<file path="src/rtl/tetris_pkg.sv">
// Shared types and keycode constants for the tetris move scheduler and its frame-rate helpers.
package tetris_pkg;

  typedef enum logic [2:0] {
    NONE   = 3'd0,
    LEFT   = 3'd1,
    RIGHT  = 3'd2,
    ROTATE = 3'd3,
    DROP   = 3'd4,
    HARD   = 3'd5
  } move_op_t;

  typedef enum logic [2:0] {
    KEY_NONE,
    KEY_LEFT,
    KEY_RIGHT,
    KEY_ROTATE,
    KEY_SOFT,
    KEY_HARD
  } key_t;

  // ISSUE_* states carry bit 1 so cmd_valid comes straight off a flop.
  typedef enum logic [1:0] {
    S_IDLE       = 2'b00,
    S_ISSUE_GRAV = 2'b10,
    S_ISSUE_IN   = 2'b11
  } sched_state_t;

  localparam logic [7:0] KC_A           = 8'h04;
  localparam logic [7:0] KC_LEFT_ARROW  = 8'h50;
  localparam logic [7:0] KC_D           = 8'h07;
  localparam logic [7:0] KC_RIGHT_ARROW = 8'h4F;
  localparam logic [7:0] KC_W           = 8'h1A;
  localparam logic [7:0] KC_UP_ARROW    = 8'h52;
  localparam logic [7:0] KC_S           = 8'h16;
  localparam logic [7:0] KC_DOWN_ARROW  = 8'h51;
  localparam logic [7:0] KC_SPACE       = 8'h2C;

  function automatic key_t decode_key(input logic [7:0] code);
    case (code)
      KC_A, KC_LEFT_ARROW:  decode_key = KEY_LEFT;
      KC_D, KC_RIGHT_ARROW: decode_key = KEY_RIGHT;
      KC_W, KC_UP_ARROW:    decode_key = KEY_ROTATE;
      KC_S, KC_DOWN_ARROW:  decode_key = KEY_SOFT;
      KC_SPACE:             decode_key = KEY_HARD;
      default:              decode_key = KEY_NONE;
    endcase
  endfunction

  // Soft drop only shortens gravity, so it maps to no command of its own.
  function automatic move_op_t key_to_op(input key_t key);
    case (key)
      KEY_LEFT:   key_to_op = LEFT;
      KEY_RIGHT:  key_to_op = RIGHT;
      KEY_ROTATE: key_to_op = ROTATE;
      KEY_HARD:   key_to_op = HARD;
      default:    key_to_op = NONE;
    endcase
  endfunction

endpackage

</file>
<file path="src/rtl/frame_tick_gen.sv">
// Synchronizes raw vsync into clk and emits a one-cycle tick on its falling edge.
module frame_tick_gen (
  input  logic clk,
  input  logic reset,
  input  logic vsync,
  output logic tick
);

  logic [1:0] sync_reg;
  logic       prev_reg;

  always_ff @(posedge clk) begin
    if (reset) begin
      sync_reg <= 2'b00;
      prev_reg <= 1'b0;
    end else begin
      sync_reg <= {sync_reg[0], vsync};
      prev_reg <= sync_reg[1];
    end
  end

  assign tick = prev_reg & ~sync_reg[1];

endmodule

</file>
<file path="src/rtl/tetris_move_scheduler.sv">
// Turns keycodes and frame gravity into single-step move commands over valid/ready.
// Optional key autorepeat is built when TETRIS_SCHED_DAS_EN is defined.
module tetris_move_scheduler
  import tetris_pkg::*;
#(
  parameter int GRAV_BASE = 48,
  parameter int GRAV_STEP = 3,
  parameter int GRAV_MIN  = 2
`ifdef TETRIS_SCHED_DAS_EN
  ,
  parameter int DAS_DELAY = 10,
  parameter int DAS_RATE  = 3
`endif
) (
  input  logic       clk,
  input  logic       reset,
  input  logic       vsync,
  input  logic [7:0] keycode,
  input  logic [3:0] level,
  input  logic       paused,
  output logic       cmd_valid,
  output logic [2:0] cmd_op,
  input  logic       cmd_ready,
  output logic       overrun
);

  sched_state_t state_reg, state_next;
  key_t         key_reg, key_now;
  move_op_t     in_op_reg;
  logic         in_pend_reg, grav_pend_reg, overrun_reg;
  logic [7:0]   grav_cnt_reg;
  logic         tick, step, press, new_in, das_fire;
  logic         xfer, in_clear, grav_clear, hard_clear, grav_due;
  logic [7:0]   lvl_drop, base_period, period;

  frame_tick_gen u_tick (
    .clk   (clk),
    .reset (reset),
    .vsync (vsync),
    .tick  (tick)
  );

  assign step    = tick & ~paused;
  assign key_now = decode_key(keycode);
  assign press   = (key_now != KEY_NONE) && (key_now != key_reg);

  // 8-bit period, clamped at GRAV_MIN without wrapping below zero.
  assign lvl_drop    = 8'(level) * 8'(GRAV_STEP);
  assign base_period = (8'(GRAV_BASE) > lvl_drop) ? 8'(GRAV_BASE) - lvl_drop : 8'd0;
  assign period      = (key_now == KEY_SOFT || base_period < 8'(GRAV_MIN)) ? 8'(GRAV_MIN)
                                                                          : base_period;
  assign grav_due    = (grav_cnt_reg + 8'd1) >= period;

  assign xfer       = cmd_valid && cmd_ready;
  assign in_clear   = xfer && (state_reg == S_ISSUE_IN);
  assign grav_clear = xfer && (state_reg == S_ISSUE_GRAV);
  assign hard_clear = in_clear && (in_op_reg == HARD);

`ifdef TETRIS_SCHED_DAS_EN
  logic [7:0] das_cnt_reg, das_inc;
  logic       lr_key, lr_held;

  assign lr_key   = (key_now == KEY_LEFT) || (key_now == KEY_RIGHT);
  assign lr_held  = lr_key && (key_now == key_reg);
  assign das_inc  = das_cnt_reg + 8'd1;
  assign das_fire = step && lr_held && (das_inc == 8'(DAS_DELAY));

  // After the first repeat the count is rewound so it hits DAS_DELAY every DAS_RATE ticks.
  always_ff @(posedge clk) begin
    if (reset) begin
      das_cnt_reg <= 8'd0;
    end else if (step) begin
      if (lr_held) das_cnt_reg <= das_fire ? 8'(DAS_DELAY - DAS_RATE) : das_inc;
      else         das_cnt_reg <= lr_key ? 8'd1 : 8'd0;
    end
  end
`else
  assign das_fire = 1'b0;
`endif

  // An edge arriving while the input command is on the bus is dropped so cmd_op stays stable.
  assign new_in = step && ((press && key_to_op(key_now) != NONE) || das_fire) &&
                  (state_reg != S_ISSUE_IN);

  always_ff @(posedge clk) begin
    if (reset) begin
      state_reg     <= S_IDLE;
      key_reg       <= KEY_NONE;
      in_op_reg     <= NONE;
      in_pend_reg   <= 1'b0;
      grav_pend_reg <= 1'b0;
      grav_cnt_reg  <= 8'd0;
      overrun_reg   <= 1'b0;
    end else begin
      state_reg   <= state_next;
      overrun_reg <= 1'b0;
      if (in_clear) in_pend_reg <= 1'b0;
      if (new_in) begin
        in_pend_reg <= 1'b1;
        in_op_reg   <= key_to_op(key_now);
      end
      if (step) key_reg <= key_now;
      if (grav_clear) grav_pend_reg <= 1'b0;
      // Transfer clears first, the tick then re-arms, so an expiry is never lost.
      if (step) begin
        if (grav_due) begin
          grav_cnt_reg  <= 8'd0;
          grav_pend_reg <= 1'b1;
          overrun_reg   <= grav_pend_reg && !grav_clear;
        end else begin
          grav_cnt_reg <= grav_cnt_reg + 8'd1;
        end
      end
      if (hard_clear) begin
        grav_cnt_reg  <= 8'd0;
        grav_pend_reg <= 1'b0;
      end
    end
  end

  always_comb begin
    state_next = state_reg;
    cmd_valid  = state_reg[1];
    cmd_op     = NONE;
    case (state_reg)
      S_IDLE: begin
        if (in_pend_reg)        state_next = S_ISSUE_IN;
        else if (grav_pend_reg) state_next = S_ISSUE_GRAV;
      end
      S_ISSUE_IN: begin
        cmd_op = in_op_reg;
        if (cmd_ready)
          state_next = (grav_pend_reg && in_op_reg != HARD) ? S_ISSUE_GRAV : S_IDLE;
      end
      S_ISSUE_GRAV: begin
        cmd_op = DROP;
        if (cmd_ready) state_next = S_IDLE;
      end
      default: state_next = S_IDLE;
    endcase
  end

  assign overrun = overrun_reg;

endmodule

</file>
<file path="config.mk">
export PLATFORM = sky130hd
export DESIGN_NAME = tetris_move_scheduler
export DESIGN_NICKNAME = d
export VERILOG_FILES = /design/src/rtl/tetris_pkg.sv /design/src/rtl/frame_tick_gen.sv /design/src/rtl/tetris_move_scheduler.sv
export SDC_FILE = /design/constraint.sdc
export NUM_CORES = 1
export LEC_CHECK = 0
export CELL_PAD_IN_SITES_DETAIL_PLACEMENT = 1
export CELL_PAD_IN_SITES_GLOBAL_PLACEMENT = 1
export CORE_MARGIN = 5
export CORE_UTILIZATION = 43
export CTS_CLUSTER_SIZE = 16
export DETAILED_ROUTE_END_ITERATION = 8
export DONT_BUFFER_PORTS = 1
export GPL_TIMING_DRIVEN = 0
export MAX_ROUTING_LAYER = met4
export PLACE_DENSITY_LB_ADDON = 0.1
export SYNTH_ARGS = -nofsm -noshare
export SYNTH_HDL_FRONTEND = slang
export SYNTH_SLANG_ARGS = --single-unit
</file>
<file path="constraint.sdc">
create_clock -name clk -period 3.6 [get_ports clk]
set_input_delay 0.54 -clock clk [delete_from_list [all_inputs] [get_ports clk]]
set_output_delay 0.54 -clock clk [all_outputs]
set_load 0.02 [all_outputs]
</file>
Yosys cells after proc, flatten, opt, wreduce, memory -nomap -nowiden:

Index checks and enable logic that the tools add are counted.

* output and inout port bits: 5
* logic and storage cells: 84
* register bits after elaboration: 22
* bits of input ports: 17

* bitwise logic cells: 6
* reduce and logical (&&, ||, !) cells: 23
* mux-type cells: 17
* equality and inequality tests: 23
* magnitude comparators: 3
* $add $sub $neg: 2
* multiply operators: 1

Operator list (number)
* 8-bit by 7-bit == test with 1-bit output, second input constant: 4
* 8-bit two-way mux: 3
* 8-bit by 3-bit == test with 1-bit output, second input constant: 2
* 8-bit by 5-bit == test with 1-bit output, second input constant: 2
* 3-bit case mux with 5 select lines: 1
* 3-bit case mux with 4 select lines: 1
* 1-bit logical AND: 10
* 2-bit two-way mux: 5
* 2-bit OR reduction: 5
* 3-bit == test, second input constant: 3
* 8-bit by 1-bit adder with 8-bit output, second input constant: 1
* 8-bit by 6-bit == test with 1-bit output, second input constant: 1
* 8-bit greater-or-equal comparator: 1
* 8-bit by 2-bit less-than comparator with 1-bit output, second input constant: 1
* 6-bit by 6-bit subtractor with 7-bit output, first input constant: 1
* 3-bit by 2-bit == test with 1-bit output, second input constant: 2
* 6-bit > comparator, first input constant: 1
* 4-bit by 2-bit multiplier with 6-bit output, second input constant: 1
* 2-bit inequality test, second input constant: 3
* 3-bit inequality test, second input constant: 2
* 2-bit case mux with 3 select lines: 1
* 3-bit case mux with 2 select lines: 1
* 3-bit nonzero test: 2
* 1-bit two-way mux: 5
* other kinds (11): 16

Logic depth before layout (Yosys ltp):

Gate-level depths: netlist (run 1).

* depth after elaboration: 10
* gate-level depth with buffers: 18
* gate-level depth less buffers: 17

Cells and area by module:

From an unflattened synthesis (run 1), not the netlist that was laid out.

* cells, all modules: 230
* area total of the unflattened synthesis: 1843.0 sq um

By module, submodules not included
* tetris_move_scheduler: area an instance 1755.4 sq um, seq. area each 380.4 sq um, cells each 223, times used 1
* frame_tick_gen: area an instance 87.6 sq um, seq. area each 60.1 sq um, cells each 7, times used 1

Least setup slack after synthesis (run 1):

Ideal clock, no wire load.

* path kind: input to register
* from: in level[0]
* to: reg grav_cnt_reg[3]
* data required time: 3.526 ns
* library setup time: 0.074 ns
* path slack: -0.265 ns
* arrival: 3.791 ns
* stages on the path: 18
* buffers on the path: 1
* cell sequence: ha_1 inv_1 fa_1 nor3b_1 nand2_1 o21ai_0 a221oi_1 nor2_1 and3_1 ha_1 nand2b_1 a21o_1 a21o_1 a211o_1 nand2_1 clkbuf_1 nand3_1 a31oi_1

* word-level cells in the longest chain between the ends: 8
* elaborated cells between the ends (all ways): 9
* those cells by class: add/sub: 1; mul: 1; order compare: 3; mux: 3; reduce/logical: 1

Ends and longest elaborated chain
* start, declared: RTL line tetris_move_scheduler.sv:19 `input logic [3:0] level,`
* 4-bit by 2-bit multiplier with 6-bit output (*): RTL line tetris_move_scheduler.sv:48 `assign lvl_drop = 8'(level) * 8'(GRAV_STEP);`
* 6-bit by 6-bit subtractor with 7-bit output or 6-bit > comparator (tied branches): RTL line tetris_move_scheduler.sv:49 `assign base_period = (8'(GRAV_BASE) > lvl_drop) ? 8'(GRAV_BASE) - lvl_drop : 8'd0;`
* 8-bit two-way mux (*): RTL line tetris_move_scheduler.sv:49
* 8-bit by 2-bit less-than comparator with 1-bit output: RTL line tetris_move_scheduler.sv:50 `assign period = (key_now == KEY_SOFT || base_period < 8'(GRAV_MIN)) ? 8'(GRAV_MIN)`
* 1-bit logical OR: RTL line tetris_move_scheduler.sv:50
* 8-bit two-way mux (*): RTL line tetris_move_scheduler.sv:50
* 8-bit greater-or-equal comparator (*): RTL line tetris_move_scheduler.sv:52 `assign grav_due = (grav_cnt_reg + 8'd1) >= period;`
* 8-bit two-way mux (*): RTL line tetris_move_scheduler.sv:106 `if (grav_due) begin`
* end signal, assigned: RTL line tetris_move_scheduler.sv:111 `grav_cnt_reg <= grav_cnt_reg + 8'd1;`
* end, declared: RTL line tetris_move_scheduler.sv:31 `logic [7:0] grav_cnt_reg;`

Mark *: on every way between the ends. The rest lies on a longest branch, timed or not.
A chain may end at the register's enable or synchronous reset.

Worst setup path after layout (run 1):

* from: in level[1]
* to: reg grav_cnt_reg[3]

The elaborated chain is that of the path after synthesis.

==> key figures, run 1 <==
Floorplanning
  – Die W: 73.6 um
  – Core Footprint: 3970 um2
  – Die Ht: 73.6 um
  – Die area: 5410 um2
  – Initial core utilization: 43.7%
  – Std-Cell Rows: 23
  – I/O pins: 22

Synthesis
  – Dominant cells by area after synthesis: dfxtp_1 25%, ha_1 13%, nand2_1 5.2%, xnor2_1 4.0%, xor2_1 3.5%
  – Mapped cell area: 1740 um2
  – Ys flop type: dfxtp_1
  – Cell variety after synth: 56
  – Post-synthesis sequential area ratio: 25.4%
  – Post-synth top area share: 25.4%
  – Syn. warnings: 0
  – Syn nets: 242
  – Asr flop ratio synth: 0%
  – Post-Syn Area per Cell: 8.43 um2
  – Cell count after synthesis: 206
  – Leading area contributor after synthesis: dfxtp_1
  – Yosys reg bits: 22
  – Number of synthesized flops with an enable pin: 0

Clocking
  – TritonCTS clock tree: built
  – CTS max path bufs: 2
  – CTS Buf Count: 3
  – Worst-Skew Late Latency: 0.26 ns
  – Clock Tree Root: clkbuf_8
  – CTS Sinks: 22
  – Htree depth: 1
  – CTS clock-pin slew for the worst setup and hold paths: 0.08 ns
  – # hold bufs at CTS: 0

Power
  – Sw Ratio: 28.6%
  – Peak VDD IR: 0.163 mV
  – Pleak: 0.788 nW
  – Clk pwr share: 30.5%
  – Switching Power: 0.000167 W
  – Sequential share of power: 43.4%
  – Pwr/cell area: 290 nW/um2
  – Internal: 0.000417 W
  – Combinational share of power: 26.2%

GRT
  – GRT Overall Usage: 17.2%
  – First-pass GRT wire length: 7330 um
  – Initial antenna violation count: 0
  – Total gr overflow: 0
  – Largest net degree at the start of global routing: 13
  – Vias in the first global route: 1603

Layout
  – Layout area overhead: 15.8%
  – Max reg flops: 8
  – Share of layout cells above drive strength 1: 18.1%
  – Antenna fix cells: 0
  – Net count, final: 253
  – Layout Cells excl Fill: 266

Critical path
  – Worst Setup SP: level[1]
  – Startpoint types: input pin
  – FF-to-FF Start: grav_cnt_reg[0]
  – Worst Path Arrival: 3.69 ns
  – CP required: 3.78 ns
  – CP max FO: 5
  – Setup crit end kind: flip-flop
  – Critical setup path kind: input pin to flip-flop

Placement
  – Placer congestion estimate: 0.845
  – Post-detail-place hpwl: 3410 um
  – Port Buffers: 0
  – Cells after DPL: 256

Timing
  – Hold Fails Final Rpt: 0
  – Final setup viols: 0
  – Final min period: 3.50 ns
  – Slew Limit Fails: 0
  – Peak Freq: 286 MHz
  – Relative slew slack: 50.6%
  – Final worst path period share: 97.3%
  – Setup TNS: 0 ns
  – Slew @ Worst Pin: 0.739 ns
  – Skew final: 0.00786 ns

Routing
  – Final WL: 4440 um
  – DR WL/cell: 16.7 um
  – Drt drc: 0
  – TritonRoute pass-1 iters: 4
  – DR iter-0 viols: 49
  – Routed Antenna Nets: 0
  – Vias: 1539
  – Vias per cell: 5.79

Hold path
  – HP Class: input pin to flip-flop
  – Hold Path Origin: reset

Run
  – # Max-Cap Violations: 0

Outcome
  – Outcome: finished, final reports clean
==> area by class of cell <==
class | count | area (um2)
inverter | 8 | 30.0
clock buffer | 4 | 55.1
buffer | 3 | 37.5
sequential | 22 | 440
multi-input combinational | 173 | 1340
fill | 487 | 1960
timing repair buffer | 6 | 45.0
tap | 50 | 62.6
==> placed cells by master, fill, tap and decap left out, drive strengths merged, types with 7 or more instances in the layout <==
cell,count
a21oi,9
dfxtp,22
ha,18
inv,8
nand2,24
nand3,10
nor2,14
nor3,9
o21ai,9
xnor2,8
xor2,7
==> what timing repair did <==
action	in CTS	in global routing
buffers inserted	4	1
pin swaps	6	12
hold endpoints to repair	0	0
gates cloned	1	0
setup endpoints to repair	8	9
resized for setup	6	13
==> through the flow <==
step	utilization, %	hold slack, ns	power, W	setup slack, ns	cell area, um2
floorplan	-	0.414	0.000359	0.00235	1760
global placement	45.8	0.427	0.000376	-0.256	1820
detailed placement	45.8	0.459	0.000384	-0.411	1820
CTS	48.7	0.337	0.000574	0.0125	1930
global route	50.6	0.333	0.000613	-0.0404	2010
finish	50.6	0.344	0.000584	0.0981	2010
==> worst paths after layout <==
check                           cells after the start                  to  slack [ns]
worst max-delay path                               18     grav_cnt_reg[3]         0.1
worst min-delay path                                1  u_tick.sync_reg[0]        0.34
worst max register to register                     12     grav_cnt_reg[3]        0.77
worst min register to register                      1  u_tick.sync_reg[1]        0.47
==> critical path, stage by stage <==
cell and delay [ns]:
ha_4 0.12, inv_2 0.04, fa_2 0.57, nor3b_4 0.26
nand2_2 0.11, o21ai_2 0.19, a221oi_4 0.09, nor2_2 0.15
and3_4 0.21, ha_4 0.20, nand2b_4 0.13, a21o_1 0.15
a21o_1 0.15, a211o_1 0.30, nand2_2 0.12, buf_8 0.12
nand3_2 0.07, a31oi_1 0.17
==> Yosys cell counts, types with 2 or more instances <==
master,number
a211o_1,2
a211oi_1,3
a21o_1,5
a21oi_1,8
a31oi_1,4
a32o_1,3
and2_1,2
dfxtp_1,22
ha_1,18
inv_1,8
nand2_1,24
nand2b_1,3
nand3_1,10
nand3b_1,2
nand4bb_1,2
nor2_1,13
nor2b_1,5
nor3_1,9
nor3b_1,2
o21ai_0,8
o21bai_1,3
o31ai_1,2
or3_1,2
xnor2_1,8
xor2_1,7
==> power groups by stage <==
stage                     registers (W)  clock network [W]  logic, W
final                          0.000253           0.000178  0.000153
after global routing           0.000254           0.000192  0.000167
after CTS                      0.000253           0.000182  0.000139
after detailed placement       0.000259                  0  0.000125
after global placement         0.000258                  0  0.000117
after floorplan                0.000258                  0  0.000102
==> per-layer routing <==
| metal | wire length (um) | share of wire (%) | global-route usage (%) |
|---|---|---|---|
| met5 | 0 | 0 | - |
| met4 | 50 | 1.1 | 2.62 |
| met2 | 2290 | 52 | 31.1 |
| met3 | 144 | 3.2 | 3.15 |
| met1 | 1950 | 44 | 20.1 |
==> cell families (layout without fill, tap and decap cells) <==
logic type	after synthesis	after routing	synth area share, %
simple gates	89	89	28.9
compound gates	49	49	20.2
flops	22	22	25.4
fa+ha+maj	19	19	14.1
xor+xnor	15	15	7.57
buf+inv	11	21	3.24
mux	1	1	0.576
Power figures use the tool's default switching activity.
==> run 2, diff against run 1 <==
- GPL_ROUTABILITY_DRIVEN: not set -> 0
==> results of run 2 <==
The final DEF is identical to that of run 1; final timing and power are the same.
==> run 3, diff against run 2 <==
- clock period: 3.6 -> 2.8 ns (I/O delays scaled with it)
==> run 3 against run 2 <==
The run now ends with negative setup slack left; wire length shrank 1.1%; global-route usage up 0.71 points; design area grew 3.3%; worst hold slack lost 0.13 ns; worst setup slack lost 0.55 ns; core utilization grew 1.7 points; die area did not move; sequential share of layout area decreased by 0.70 points; non-clock buffer count increased by 1; combinational power rose by 41%; flip-flop and latch count did not move.
==> key figures, run 3 (synthesized netlist as in run 1, its figures left out) <==
Critical path
  – Critical setup path kind: input pin to flip-flop
  – Cell Chain, Critical Path: ha_4 > inv_2 > fa_2 > nor3b_4 > nand2_2 > o21ai_2 > a221oi_2 > nor2_2 > and3_4 > ha_4 > nand2b_4 > a21o_1 > a21o_1 > a211o_1 > nand2_2 > buf_8 > nand3_2 > a31oi_1
  – CP max FO: 6 (+1)
  – Startpoint types: input pin
  – Worst Path Arrival: 3.44 ns (-0.25 ns)
  – Crit-path max cell delay: 0.56 ns (about the same)
  – CP required: 2.99 ns (-0.79 ns)
  – CP max-delay cell: fa_2
  – Setup crit end kind: flip-flop

GRT
  – GRT Overall Usage: 17.9% (+0.71 points)
  – Initial antenna violation count: 0 (unchanged)
  – Largest net degree at the start of global routing: 14 (+1)
  – First-pass GRT wire length: 7490 um (+2.3%)
  – Vias in the first global route: 1630 (+1.7%)
  – Total gr overflow: 0 (unchanged)

Clocking
  – CTS clock-pin slew for the worst setup and hold paths: 0.08 ns (about the same)
  – CTS Buf Count: 3 (unchanged)
  – # hold bufs at CTS: 0 (unchanged)
  – TritonCTS clock tree: built
  – CTS Sinks: 22 (unchanged)
  – Clock Tree Root: clkbuf_8
  – Worst-Skew Late Latency: 0.26 ns (about the same)
  – CTS max path bufs: 2 (unchanged)
  – Htree depth: 1 (unchanged)

Routing
  – Vias: 1543 (+0.26%)
  – Routed Antenna Nets: 0 (unchanged)
  – Drt drc: 0 (unchanged)
  – Vias per cell: 5.78 (-0.12%)
  – DR WL/cell: 16.4 um (-1.5%)
  – TritonRoute pass-1 iters: 2 (-2)
  – Final WL: 4390 um (-1.1%)
  – DR iter-0 viols: 28 (-43%)

Timing
  – RSZ-0062 raised after global routing: yes
  – Worst hold margin: 0.211 ns (-0.133 ns)
  – Peak Freq: 308 MHz
  – Hold Fails Final Rpt: 0 (unchanged)
  – Final setup viols: 10 (+10)
  – Relative slew slack: 37.8% (-13 points)
  – Slew @ Worst Pin: 0.931 ns (+0.192 ns)
  – Slew Limit Fails: 0 (unchanged)
  – Final min period: 3.25 ns
  – Post-route setup slack: -0.448 ns (-0.546 ns)
  – Skew final: 0.00336 ns (-0.00450 ns)
  – Final worst path period share: 116%

Floorplanning
  – Std-Cell Rows: 23 (unchanged)
  – Core Footprint: 3970 um2 (unchanged)
  – Die Ht: 73.6 um (unchanged)
  – Die W: 73.6 um (unchanged)
  – I/O pins: 22 (unchanged)
  – Initial core utilization: 43.7% (unchanged)
  – Die area: 5410 um2 (unchanged)

Outcome
  – Outcome: complete, but fails checks
  – Failing checks: negative setup slack

Layout
  – Antenna fix cells: 0 (unchanged)
  – Commonest non-fill, non-tap cells in the layout: 22 x dfxtp_1, 21 x nand2_1, 16 x ha_1, 12 x nor2_1, 9 x nor3_1
  – Share of layout cells above drive strength 1: 22.1% (+4.1 points)
  – Layout area overhead: 19.6%
  – Max reg flops: 8 (unchanged)
  – Net count, final: 254 (+0.40%)
  – Most common cell after layout, fill and taps aside: dfxtp_1

Power
  – Pwr/cell area: 404 nW/um2 (+39%)
  – Peak VDD IR: 0.210 mV (+29%)
  – Pleak: 0.808 nW (+2.5%)
  – Final Power: 0.000840 W (+44%)

Placement
  – Post-detail-place hpwl: 3400 um (-0.31%)
  – Port Buffers: 0 (unchanged)

Hold path
  – HP Class: input pin to flip-flop

Run
  – # Max-Cap Violations: 0 (unchanged)
run 3: cell count changes in the layout (fill, tap and decap cells not counted), sizes merged:
cell,previous run,this run
bufinv,0,1
clkbuf,6,4
buf,6,8
run 3: metal layers:
layer / global-route usage, % / wire (um)
met1: 20.2 / 1900
met2: 31.5 / 2290
met3: 3.28 / 131
met4: 6.24 / 72
met5: - / 0
run 3: through the flow:
| step | utilization, % | setup TNS, ns | worst slack, ns | area (um2) | std cells |
|---|---|---|---|---|---|
| after floorplan | - | -5.35 | -0.604 | 1780 | 206 |
| after global placement | 46.4 | -7.85 | -0.862 | 1840 | 256 |
| after detailed placement | 46.4 | -8.92 | -0.980 | 1840 | 256 |
| after CTS | 50.9 | -3.86 | -0.445 | 2020 | 266 |
| after global routing | 52.3 | -5.36 | -0.592 | 2080 | 267 |
| final | 52.3 | -3.89 | -0.448 | 2080 | 267 |
run 3: cell type report:
| type | instances | area [um2] |
|---|---|---|
| clock inverter | 1 | 30.0 |
| tap | 50 | 62.6 |
| fill | 462 | 1890 |
| sequential | 22 | 440 |
| clock buffer | 3 | 41.3 |
| buffer | 3 | 37.5 |
| timing repair buffer | 7 | 63.8 |
| inverter | 8 | 30.0 |
| multi-input combinational | 173 | 1370 |
run 3: worst paths after layout:
check,from,slack [ns],end,depth (start not counted)
setup / recovery,level[0],-0.45,grav_cnt_reg[3],18
hold / removal,reset,0.21,u_tick.sync_reg[0],1
setup reg to reg,grav_cnt_reg[0],-0.11,grav_cnt_reg[3],12
hold reg to reg,u_tick.sync_reg[0],0.46,u_tick.sync_reg[1],1
run 3: power breakdown:
group / internal [W] / leakage (nW) / switching, W / total (W)
logic: 0.000106 / 0.595 / 0.000110 / 0.000216
clock network: 0.000191 / 0.0357 / 0.000107 / 0.000298
registers: 0.000317 / 0.178 / 0.00000798 / 0.000325
total: 0.000615 / 0.808 / 0.000225 / 0.000840
run 3: what timing repair did:
action | in CTS | in global routing
gates cloned | 1 | 0
buffers inserted | 5 | 1
pin swaps | 6 | 7
endpoints found under the setup margin | 10 | 10
gates resized for setup | 17 | 10
run 3: critical path: cells and delay by family:
family                   cells  cell delay, ns
adder cells (fa/ha/maj)      3            0.86
AO/OA/AOI/OAI                6            1.00
AND/OR/NAND/NOR              7            0.98
buffers and inverters        2            0.16
